<file path="src/rtl/frogger_pkg.sv">
// Shared playfield constants and types for the log motion block.
package frogger_pkg;
  localparam int X_LEFT      = 96;
  localparam int X_RIGHT     = 544;
  localparam int BLOCKSIZE   = 32;
  localparam int LOG_SPACING = 224;
  localparam int NUM_LANES   = 6;
  localparam int XW          = 10;

  typedef logic [XW-1:0] xpos_t;
  typedef logic [2:0]    lane_t;
  typedef enum logic [1:0] {IDLE, UPDATE, DONE} state_e;

  // Second log sits half a playfield behind the first, wrapped into range.
  function automatic xpos_t log1_init(input xpos_t x0);
    logic [XW:0] s;
    s = {1'b0, x0} + 11'(LOG_SPACING);
    if (s > 11'(X_RIGHT - 1)) s = s - 11'(X_RIGHT - X_LEFT);
    return s[XW-1:0];
  endfunction
endpackage

</file>
<file path="src/rtl/log_lane_stepper.sv">
// One-pixel step of a log edge with wrap-around across the playfield.
module log_lane_stepper
  import frogger_pkg::*;
(
  input  logic [XW-1:0] x_i,
  input  logic [XW-1:0] len_i,
  input  logic          dir_i,
  output logic [XW-1:0] x_o
);
  xpos_t x_lo, x_hi;
  assign x_lo = xpos_t'(X_LEFT) - len_i;
  assign x_hi = xpos_t'(X_RIGHT - 1);

  always_comb begin
    if (dir_i) x_o = (x_i == x_hi) ? x_lo : x_i + 1'b1;
    else       x_o = (x_i == x_lo) ? x_hi : x_i - 1'b1;
  end
endmodule

</file>
<file path="src/rtl/log_motion_ctrl.sv">
// Walks the six river lanes once per frame tick, stepping log positions
// when each lane's frame divider expires.
module log_motion_ctrl
  import frogger_pkg::*;
#(
  parameter logic [5:0]  LANE_DIR     = 6'b010101,
  parameter logic [23:0] LANE_PERIOD  = 24'h234567,
  parameter logic [11:0] LANE_LEN_BLK = 12'b10_11_10_11_10_11,
  parameter logic [59:0] LANE_INIT_X  = {10'd400, 10'd300, 10'd200, 10'd100, 10'd32, 10'd543}
) (
  input  logic          clk,
  input  logic          reset_n,
  input  logic          frame_tick,
  input  logic          enable,
  input  logic          restart,
  input  logic [1:0]    level,
  output logic [XW-1:0] lane0_log0_x, lane0_log1_x,
  output logic [XW-1:0] lane1_log0_x, lane1_log1_x,
  output logic [XW-1:0] lane2_log0_x, lane2_log1_x,
  output logic [XW-1:0] lane3_log0_x, lane3_log1_x,
  output logic [XW-1:0] lane4_log0_x, lane4_log1_x,
  output logic [XW-1:0] lane5_log0_x, lane5_log1_x,
  output logic [XW-1:0] lane0_loglength, lane1_loglength, lane2_loglength,
  output logic [XW-1:0] lane3_loglength, lane4_loglength, lane5_loglength,
  output logic [5:0]    lane_step,
  output logic [5:0]    lane_dir,
  output logic          busy,
  output logic          update_done
);
  logic [NUM_LANES-1:0][XW-1:0] init_x0, init_x1, len_all;
  logic [NUM_LANES-1:0][3:0]    per_all;

  for (genvar k = 0; k < NUM_LANES; k++) begin : g_lane
    assign init_x0[k] = LANE_INIT_X[XW*k +: XW];
    assign init_x1[k] = log1_init(LANE_INIT_X[XW*k +: XW]);
    assign len_all[k] = xpos_t'(LANE_LEN_BLK[2*k +: 2]) * xpos_t'(BLOCKSIZE);
    assign per_all[k] = LANE_PERIOD[4*k +: 4];
  end

  state_e                       state_q, state_d;
  lane_t                        idx_q, idx_d;
  logic [NUM_LANES-1:0][3:0]    cnt_q, cnt_d;
  logic [NUM_LANES-1:0][XW-1:0] x0_q, x0_d, x1_q, x1_d;
  logic [NUM_LANES-1:0]         step_q, step_d;
  logic                         busy_q, busy_d, done_q, done_d;

  // Single shared datapath, muxed by the lane currently being processed.
  xpos_t      x0_sel, x1_sel, len_sel, x0_nxt, x1_nxt;
  logic       dir_sel;
  logic [3:0] per_sel, cnt_sel, cnt_nxt, eff;

  always_comb begin
    x0_sel = '0; x1_sel = '0; len_sel = '0; dir_sel = 1'b0; per_sel = '0; cnt_sel = '0;
    for (int k = 0; k < NUM_LANES; k++) begin
      if (idx_q == lane_t'(k)) begin
        x0_sel  = x0_q[k];
        x1_sel  = x1_q[k];
        len_sel = len_all[k];
        dir_sel = LANE_DIR[k];
        per_sel = per_all[k];
        cnt_sel = cnt_q[k];
      end
    end
  end

  always_comb begin
    eff = per_sel >> level;
    if (eff == 4'd0) eff = 4'd1;
  end
  assign cnt_nxt = cnt_sel + 4'd1;

  log_lane_stepper u_step0 (.x_i(x0_sel), .len_i(len_sel), .dir_i(dir_sel), .x_o(x0_nxt));
  log_lane_stepper u_step1 (.x_i(x1_sel), .len_i(len_sel), .dir_i(dir_sel), .x_o(x1_nxt));

  always_comb begin
    state_d = state_q; idx_d = idx_q; cnt_d = cnt_q;
    x0_d = x0_q; x1_d = x1_q; step_d = '0; busy_d = 1'b0; done_d = 1'b0;
    if (restart) begin
      state_d = IDLE; idx_d = '0; cnt_d = '0; x0_d = init_x0; x1_d = init_x1;
    end else begin
      case (state_q)
        IDLE: if (frame_tick && enable) begin
          state_d = UPDATE; idx_d = '0; busy_d = 1'b1;
        end
        UPDATE: begin
          for (int k = 0; k < NUM_LANES; k++) begin
            if (idx_q == lane_t'(k)) begin
              if (cnt_nxt >= eff) begin
                cnt_d[k] = '0; x0_d[k] = x0_nxt; x1_d[k] = x1_nxt; step_d[k] = 1'b1;
              end else begin
                cnt_d[k] = cnt_nxt;
              end
            end
          end
          if (idx_q == lane_t'(NUM_LANES - 1)) begin
            state_d = DONE; done_d = 1'b1;
          end else begin
            idx_d = idx_q + 1'b1; busy_d = 1'b1;
          end
        end
        default: state_d = IDLE;
      endcase
    end
  end

  always_ff @(posedge clk or negedge reset_n) begin
    if (!reset_n) begin
      state_q <= IDLE; idx_q <= '0; cnt_q <= '0;
      x0_q <= init_x0; x1_q <= init_x1;
      step_q <= '0; busy_q <= 1'b0; done_q <= 1'b0;
    end else begin
      state_q <= state_d; idx_q <= idx_d; cnt_q <= cnt_d;
      x0_q <= x0_d; x1_q <= x1_d;
      step_q <= step_d; busy_q <= busy_d; done_q <= done_d;
    end
  end

  assign lane0_log0_x = x0_q[0]; assign lane0_log1_x = x1_q[0];
  assign lane1_log0_x = x0_q[1]; assign lane1_log1_x = x1_q[1];
  assign lane2_log0_x = x0_q[2]; assign lane2_log1_x = x1_q[2];
  assign lane3_log0_x = x0_q[3]; assign lane3_log1_x = x1_q[3];
  assign lane4_log0_x = x0_q[4]; assign lane4_log1_x = x1_q[4];
  assign lane5_log0_x = x0_q[5]; assign lane5_log1_x = x1_q[5];
  assign lane0_loglength = len_all[0]; assign lane1_loglength = len_all[1];
  assign lane2_loglength = len_all[2]; assign lane3_loglength = len_all[3];
  assign lane4_loglength = len_all[4]; assign lane5_loglength = len_all[5];
  assign lane_step   = step_q;
  assign lane_dir    = LANE_DIR;
  assign busy        = busy_q;
  assign update_done = done_q;
endmodule

</file>
<file path="config.mk">
export PLATFORM = sky130hd
export DESIGN_NAME = log_motion_ctrl
export DESIGN_NICKNAME = d
export VERILOG_FILES = /design/src/rtl/frogger_pkg.sv /design/src/rtl/log_lane_stepper.sv /design/src/rtl/log_motion_ctrl.sv
export SDC_FILE = /design/constraint.sdc
export NUM_CORES = 1
export LEC_CHECK = 0
export BUFFER_PORTS_ARGS = -buffer_cell sky130_fd_sc_hd__buf_4
export CORE_UTILIZATION = 25
export DETAILED_ROUTE_END_ITERATION = 6
export GPL_TIMING_DRIVEN = 0
export PLACE_DENSITY = 0.51
export SKIP_CTS_REPAIR_TIMING = 1
export SLEW_MARGIN = 5
export SYNTH_ARGS = -nofsm -noshare
export SYNTH_HDL_FRONTEND = slang
export SYNTH_SLANG_ARGS = --single-unit
</file>
<file path="constraint.sdc">
create_clock -name clk -period 6.45 [get_ports clk]
set_clock_uncertainty 0.2 [all_clocks]
set_input_delay 0.645 -clock clk [delete_from_list [all_inputs] [get_ports clk]]
set_output_delay 0.645 -clock clk [all_outputs]
set_load 0.01 [all_outputs]
</file>
Word-level counts from Yosys, hierarchy flattened. Index checks and enable logic that the tools add are counted.

Muxes and demuxes: 94. Eq/ne operators: 13. Shifts and indexed selects: 1. Reduce and logical (&&, ||, !) cells: 27. $lt $le $gt $ge: 1. Add/sub/neg operators: 7.

Operator list (count): two-way mux 10 bit (37); two-way mux 60 bit (4); two-way mux 4 bit (19); two-way mux 24 bit (2); AND reduction 3 bit (7); adder 10 x 1 -> 10 bit, second input constant (2); equality test 10 bit (2); equality test 10 bit, second input constant (2); subtractor 10 x 1 -> 10 bit, second input constant (2); two-way mux 1 bit (19); nonzero test 2 bit (8); AND reduction 2 bit (7); two-way mux 3 bit (4); two-way mux 6 bit (2); subtractor 7 x 10 -> 10 bit, first input constant (1); inequality test 3 bit, second input constant (3); two-way mux 7 bit (1); equality test 3 x 2 -> 1 bit, second input constant (2); equality test 3 bit, second input constant (2); two-way mux 2 bit (3); case mux 3 bit (2 select lines) (1); adder 4 x 1 -> 4 bit, second input constant (1); greater-or-equal comparator 4 bit (1); logical NOT 4 bit (1); other kinds (10) (10).

Register bits: 157. Bits of input ports: 7. Logic and storage cells: 166. Output and inout port bits: 194.

Depth between registers and ports, before layout.
Depth after elaboration: 15. Mapped depth: 22. Mapped depth without buffers: 17.

Cells and area by module. From an unflattened synthesis, not the netlist that was laid out.

Cell total of the unflattened synthesis: 1210. Area, all modules: 10901.7 um2.

Modules (own cells, without submodules): log_motion_ctrl (sequential area each 3980.1 um2, cells an instance 891, area each 8702.1 um2, times used 1); log_lane_stepper (u_step1) (sequential area each 0.0 um2, cells an instance 177, area each 1194.9 um2, times used 1); log_lane_stepper (u_step0) (sequential area each 0.0 um2, cells an instance 142, area each 1004.7 um2, times used 1).

Worst setup path before layout. Ideal clock, no wire load.

Kind: reg2reg. Start: reg idx_q[2]. End: reg x0_q (netlist bit lane5_log0_x[2]). Buffers on the path: 5. Path slack: 2.441 ns. Clock period less this slack: 4.009 ns. Cell stages (with the launch flop): 20. Required time: 6.155 ns. Setup time: 0.095 ns. Data arrival time: 3.713 ns. Path through: dfrtp_1 > buf_2 > clkinv_1 > ha_1 > buf_2 > buf_2 > nor3b_1 > o32ai_1 > a22o_1 > ha_1 > ha_1 > a21o_1 > a21o_1 > and4b_1 > mux2i_1 > buf_2 > a21oi_2 > buf_2 > nand2_1 > o31ai_1.

Longest elaborated chain between the ends: 15. Elaborated cells on any way between the ends: 56. Those cells by class: add/sub: 4; order compare: 1; eq/ne: 7; shift: 1; mux: 38; reduce/logical: 5.

RTL lines: start: declaration (RTL line log_motion_ctrl.sv:41) `lane_t idx_q, idx_d;`; start signal: assignment (RTL line log_motion_ctrl.sv:112) `state_q <= state_d; idx_q <= idx_d; cnt_q <= cnt_d;`; logical NOT 3 bit (RTL line log_motion_ctrl.sv:55) `if (idx_q == lane_t'(k)) begin`; two-way mux 7 bit (RTL line log_motion_ctrl.sv:55); two-way mux 10 bit (5 in series) (RTL line log_motion_ctrl.sv:55); subtractor 7 x 10 -> 10 bit (RTL line log_lane_stepper.sv:11) `assign x_lo = xpos_t'(X_LEFT) - len_i;`; equality test 10 bit (RTL line log_lane_stepper.sv:16) `else x_o = (x_i == x_lo) ? x_hi : x_i - 1'b1;`; two-way mux 10 bit (RTL line log_lane_stepper.sv:16); two-way mux 10 bit (RTL line log_lane_stepper.sv:15) `if (dir_i) x_o = (x_i == x_hi) ? x_lo : x_i + 1'b1;`; two-way mux 10 bit (RTL line log_motion_ctrl.sv:88) `if (cnt_nxt >= eff) begin`; two-way mux 10 bit (RTL line log_motion_ctrl.sv:87) `if (idx_q == lane_t'(k)) begin`; two-way mux 60 bit (RTL line log_motion_ctrl.sv:81) `case (state_q)`; two-way mux 60 bit (RTL line log_motion_ctrl.sv:78) `if (restart) begin`; end signal: assignment (RTL line log_motion_ctrl.sv:109) `x0_q <= init_x0; x1_q <= init_x1;`; end: declaration (RTL line log_motion_ctrl.sv:43) `logic [NUM_LANES-1:0][XW-1:0] x0_q, x0_d, x1_q, x1_d;`.

Parallel ways exist; a longest one is shown, timed or not. The select of a mux whose other input is x is not followed. A chain may end at the register's enable or synchronous reset.

Final worst setup path.
Start: reg idx_q[2]. End: reg x1_q (netlist bit lane5_log1_x[6]).

Longest elaborated chain between the ends: 15. Elaborated cells on any way between the ends: 56. Those cells by class: add/sub: 4; order compare: 1; eq/ne: 7; shift: 1; mux: 38; reduce/logical: 5.

RTL lines (RTL line): logical NOT 3 bit (log_motion_ctrl.sv:55); two-way mux 7 bit (log_motion_ctrl.sv:55); two-way mux 10 bit (5 in series) (log_motion_ctrl.sv:55); subtractor 7 x 10 -> 10 bit (log_lane_stepper.sv:11); equality test 10 bit (log_lane_stepper.sv:16); two-way mux 10 bit (log_lane_stepper.sv:16); two-way mux 10 bit (log_lane_stepper.sv:15); two-way mux 10 bit (log_motion_ctrl.sv:88); two-way mux 10 bit (log_motion_ctrl.sv:87); two-way mux 60 bit (log_motion_ctrl.sv:81); two-way mux 60 bit (log_motion_ctrl.sv:78); end signal: assignment (log_motion_ctrl.sv:109); end: declaration (log_motion_ctrl.sv:43).

Parallel ways exist; a longest one is shown, timed or not. The select of a mux whose other input is x is not followed.

==> results.py <==
metrics = {
    "outcome": {
        "status": "finished clean",
    },
    "setup_path": {
        "path_cells": "buf_2 -> clkinv_1 -> ha_1 -> buf_2 -> or2_1 -> clkbuf_1 -> a311oi_1 -> or3_1 -> ha_1 -> ha_1 -> a21o_1 -> a21o_1 -> and4b_1 -> mux2i_1 -> buf_2 -> nand2_1 -> clkbuf_1 -> o21ai_0",
        "critical_path.top_delay_family": "buffers and inverters",
        "cpMaxStageDelayCell": "clkbuf_1",
        "critical_path_class": "register to register",
        "setup.worst_path.start_class": "register",
        "cp.arrival_ns": 5.97,
        "cp_max_fo": 10,
        "critPathBufInv": 6,
        "crit_path_end_kind": "register",
        "required_ns": 6.54,
        "critPathMaxStageDelay_ns": 0.75,
    },
    "timing": {
        "report.final.slew_viol_count": 0,
        "max_freq_ghz": 0.170,
        "setup_violations": 0,
        "min_period_ns": 5.88,
        "rsz0062_at_grt": "no",
        "period_share_pct": 91.2,
        "tns_ns": 0,
        "finalHoldViolCount": 0,
        "relSlewSlack_pct": 29.0,
        "setup_slack_ns": 0.568,
        "tightest_slew_ns": 1.06,
    },
    "logic_synthesis": {
        "synth_ff_type": "dfrtp_1",
        "synthTopCellsByCount": "dfrtp_1 (116), nand2_1 (102), nor2_1 (79)",
        "syn_avg_cell_area_um2": 9.10,
        "synth-seq-cells": 157,
        "synth.area.mux_share_pct": 0.837,
        "syn_inst": 1051,
        "synth_compound_area_share_pct": 22.7,
        "synth_top_family_by_area": "compound AO/OA/AOI/OAI gates",
        "synthMostInstantiatedCell": "dfrtp_1",
        "synthArstFlopShare_pct": 100,
        "synth-edff-count": 0,
        "synthAdderAreaFrac_pct": 1.83,
        "synth_area_leaders": "dfrtp_1 (30%), dfstp_2 (11%), buf_4 (6.0%)",
        "synth-simple-area-share_pct": 20.8,
        "yosys_warnings": 0,
        "synth_top_area_share_pct": 30.3,
        "synth_xor_area_share_pct": 1.65,
        "netlist_area_um2": 9570,
        "seq_area_frac_synth_pct": 41.6,
        "yosys.area.top_type": "dfrtp_1",
        "yosys.cell_types.count": 87,
    },
    "finish": {
        "seqCellArea_um2": 3980,
        "drive_above_1_share_pct": 27.1,
        "largest_reg_flops": 24,
        "top_register": "cnt_q",
        "fillers": 4045,
        "fin_util_pct": 32.0,
        "fin_cells": 1796,
        "multiInputGateArea_um2": 4830,
        "nets": 1290,
        "area_growth_pct": 25.9,
    },
    "power": {
        "switching_power_uw": 981,
        "clkPwrFrac_pct": 35.6,
        "leakage_uw": 0.00529,
        "switching_share_pct": 35.5,
        "power_frac_comb_pct": 26.8,
        "pwr-share-seq_pct": 37.6,
        "power_density_nw_per_um2": 229,
        "peakVddDrop_v": 0.000148,
        "p_int_uw": 1780,
    },
    "placement": {
        "dp.cells": 1760,
        "dp_slack_ns": 0.676,
        "place_congestion": 0.909,
        "dp_hpwl_mm": 32.6,
        "port-buffer-count": 133,
    },
    "grt": {
        "grt_max_degree": 109,
        "grt_pass1_wl_mm": 64.6,
        "grt_pass1_vias": 8906,
        "track_usage_pct": 23.1,
        "antenna_found_initial": 0,
        "grt_overflow": 0,
    },
    "route": {
        "firstDrtPassIters": 5,
        "drc": 0,
        "wl_per_cell_um": 25.1,
        "vias": 9409,
        "wl_mm": 45.1,
        "dr.first_iter.drc_count": 892,
        "ant_nets": 0,
        "routed_via_density": 5.24,
    },
    "floorplanning": {
        "die_area_um2": 39000,
        "design.core.area_um2": 37700,
        "rows": 71,
        "io_pins": 201,
        "start_util_pct": 25.4,
        "die_x_um": 198,
        "chipHeight_um": 198,
    },
    "clock_tree": {
        "clk_latency_ns": 0.45,
        "htreeDepth": 4,
        "cts_sinks": 157,
        "cts_root_buffer": "clkbuf_16",
        "numCtsBuffers": 17,
        "clockBufferDepth": 2,
        "cts_tree": "done",
        "clkTransAtPathRegs_ns": 0.07,
    },
    "worst_hold_path": {
        "hold_class": "register to register",
    },
    "flow_run": {
        "maxCapViolations": 0,
    },
}
[final timing paths]
path,start,endpoint,cells after the start,slack (ns)
min,lane5_log1_x[4],lane5_log1_x[4],2,0.31
min reg2reg,lane5_log1_x[4],lane5_log1_x[4],2,0.31
max reg2reg,idx_q[2],lane5_log1_x[6],18,0.57
max in group asynchronous,reset_n,cnt_q[7],3,4.65
min in group asynchronous,reset_n,lane_step[3],2,0.49
max,idx_q[2],lane5_log1_x[6],18,0.57
[worst min-delay path, delay by kind of cell, from the launching register on]
family,cells,cell delay (ns)
flip-flops,1,0.39
AO/OA/AOI/OAI,1,0.07
AND/OR/NAND/NOR,1,0.05
[per-layer routing]
metal	GRT usage (%)	wire length (um)	share of wire (%)	vias to the layer above
li1	-	-	-	4098
met1	31.0	19200	43	4666
met2	35.4	20200	45	553
met3	5.38	4010	8.9	92
met4	9.50	1630	3.6	0
met5	0	0	0	-
[kinds of logic (layout without fill, tap and decap cells)]
group	count (synthesis)	in the layout
and+or+nand+nor	372	372
other	2	69
DFF	157	157
adders and majority gates	14	14
xor gates and xnor gates	18	18
muxes	8	8
AOI/OAI and AO/OA	308	308
buffers and inverters	172	339
[layout make-up]
type / count / area share (%)
Antenna cell: 3 / 0.0623
Buffer: 141 / 7.34
Clock buffer: 21 / 3.74
Clock inverter: 11 / 0.800
Inverter: 31 / 0.966
Multi-Input combinational cell: 786 / 40.1
Sequential cell: 157 / 33.0
Tap cell: 511 / 5.31
Timing Repair Buffer: 135 / 8.66
[power by group through the flow]
stage	Clock (uW)	Combinational (uW)	Sequential, uW
2_1_floorplan	0	448	1050
3_3_place_gp	0	713	1060
3_5_place_dp	0	715	1060
4_1_cts	983	717	1040
5_1_grt	1020	784	1040
6_report	984	740	1040
[placed cells by master, fill, tap and decap left out, types with 27 or more instances in the layout]
cell type,instances
nand2_1,102
buf_2,31
dfrtp_1,116
clkbuf_1,32
nand3b_1,39
conb_1,66
a21oi_1,66
o21ai_0,57
a211oi_1,36
nor3_1,27
dfstp_2,41
buf_4,208
nand2b_1,34
nor2_1,79
inv_1,29
[through the flow]
step	hold WS (ns)	instance area (um^2)	total power [uW]
after detailed placement	0.296	11500	1770
after global routing	0.322	12000	2850
final	0.308	12000	2760
after global placement	0.289	11400	1770
after floorplan	0.149	9810	1500
after CTS	-0.0973	12000	2740
No activity file was read; power rests on OpenSTA's default activity.
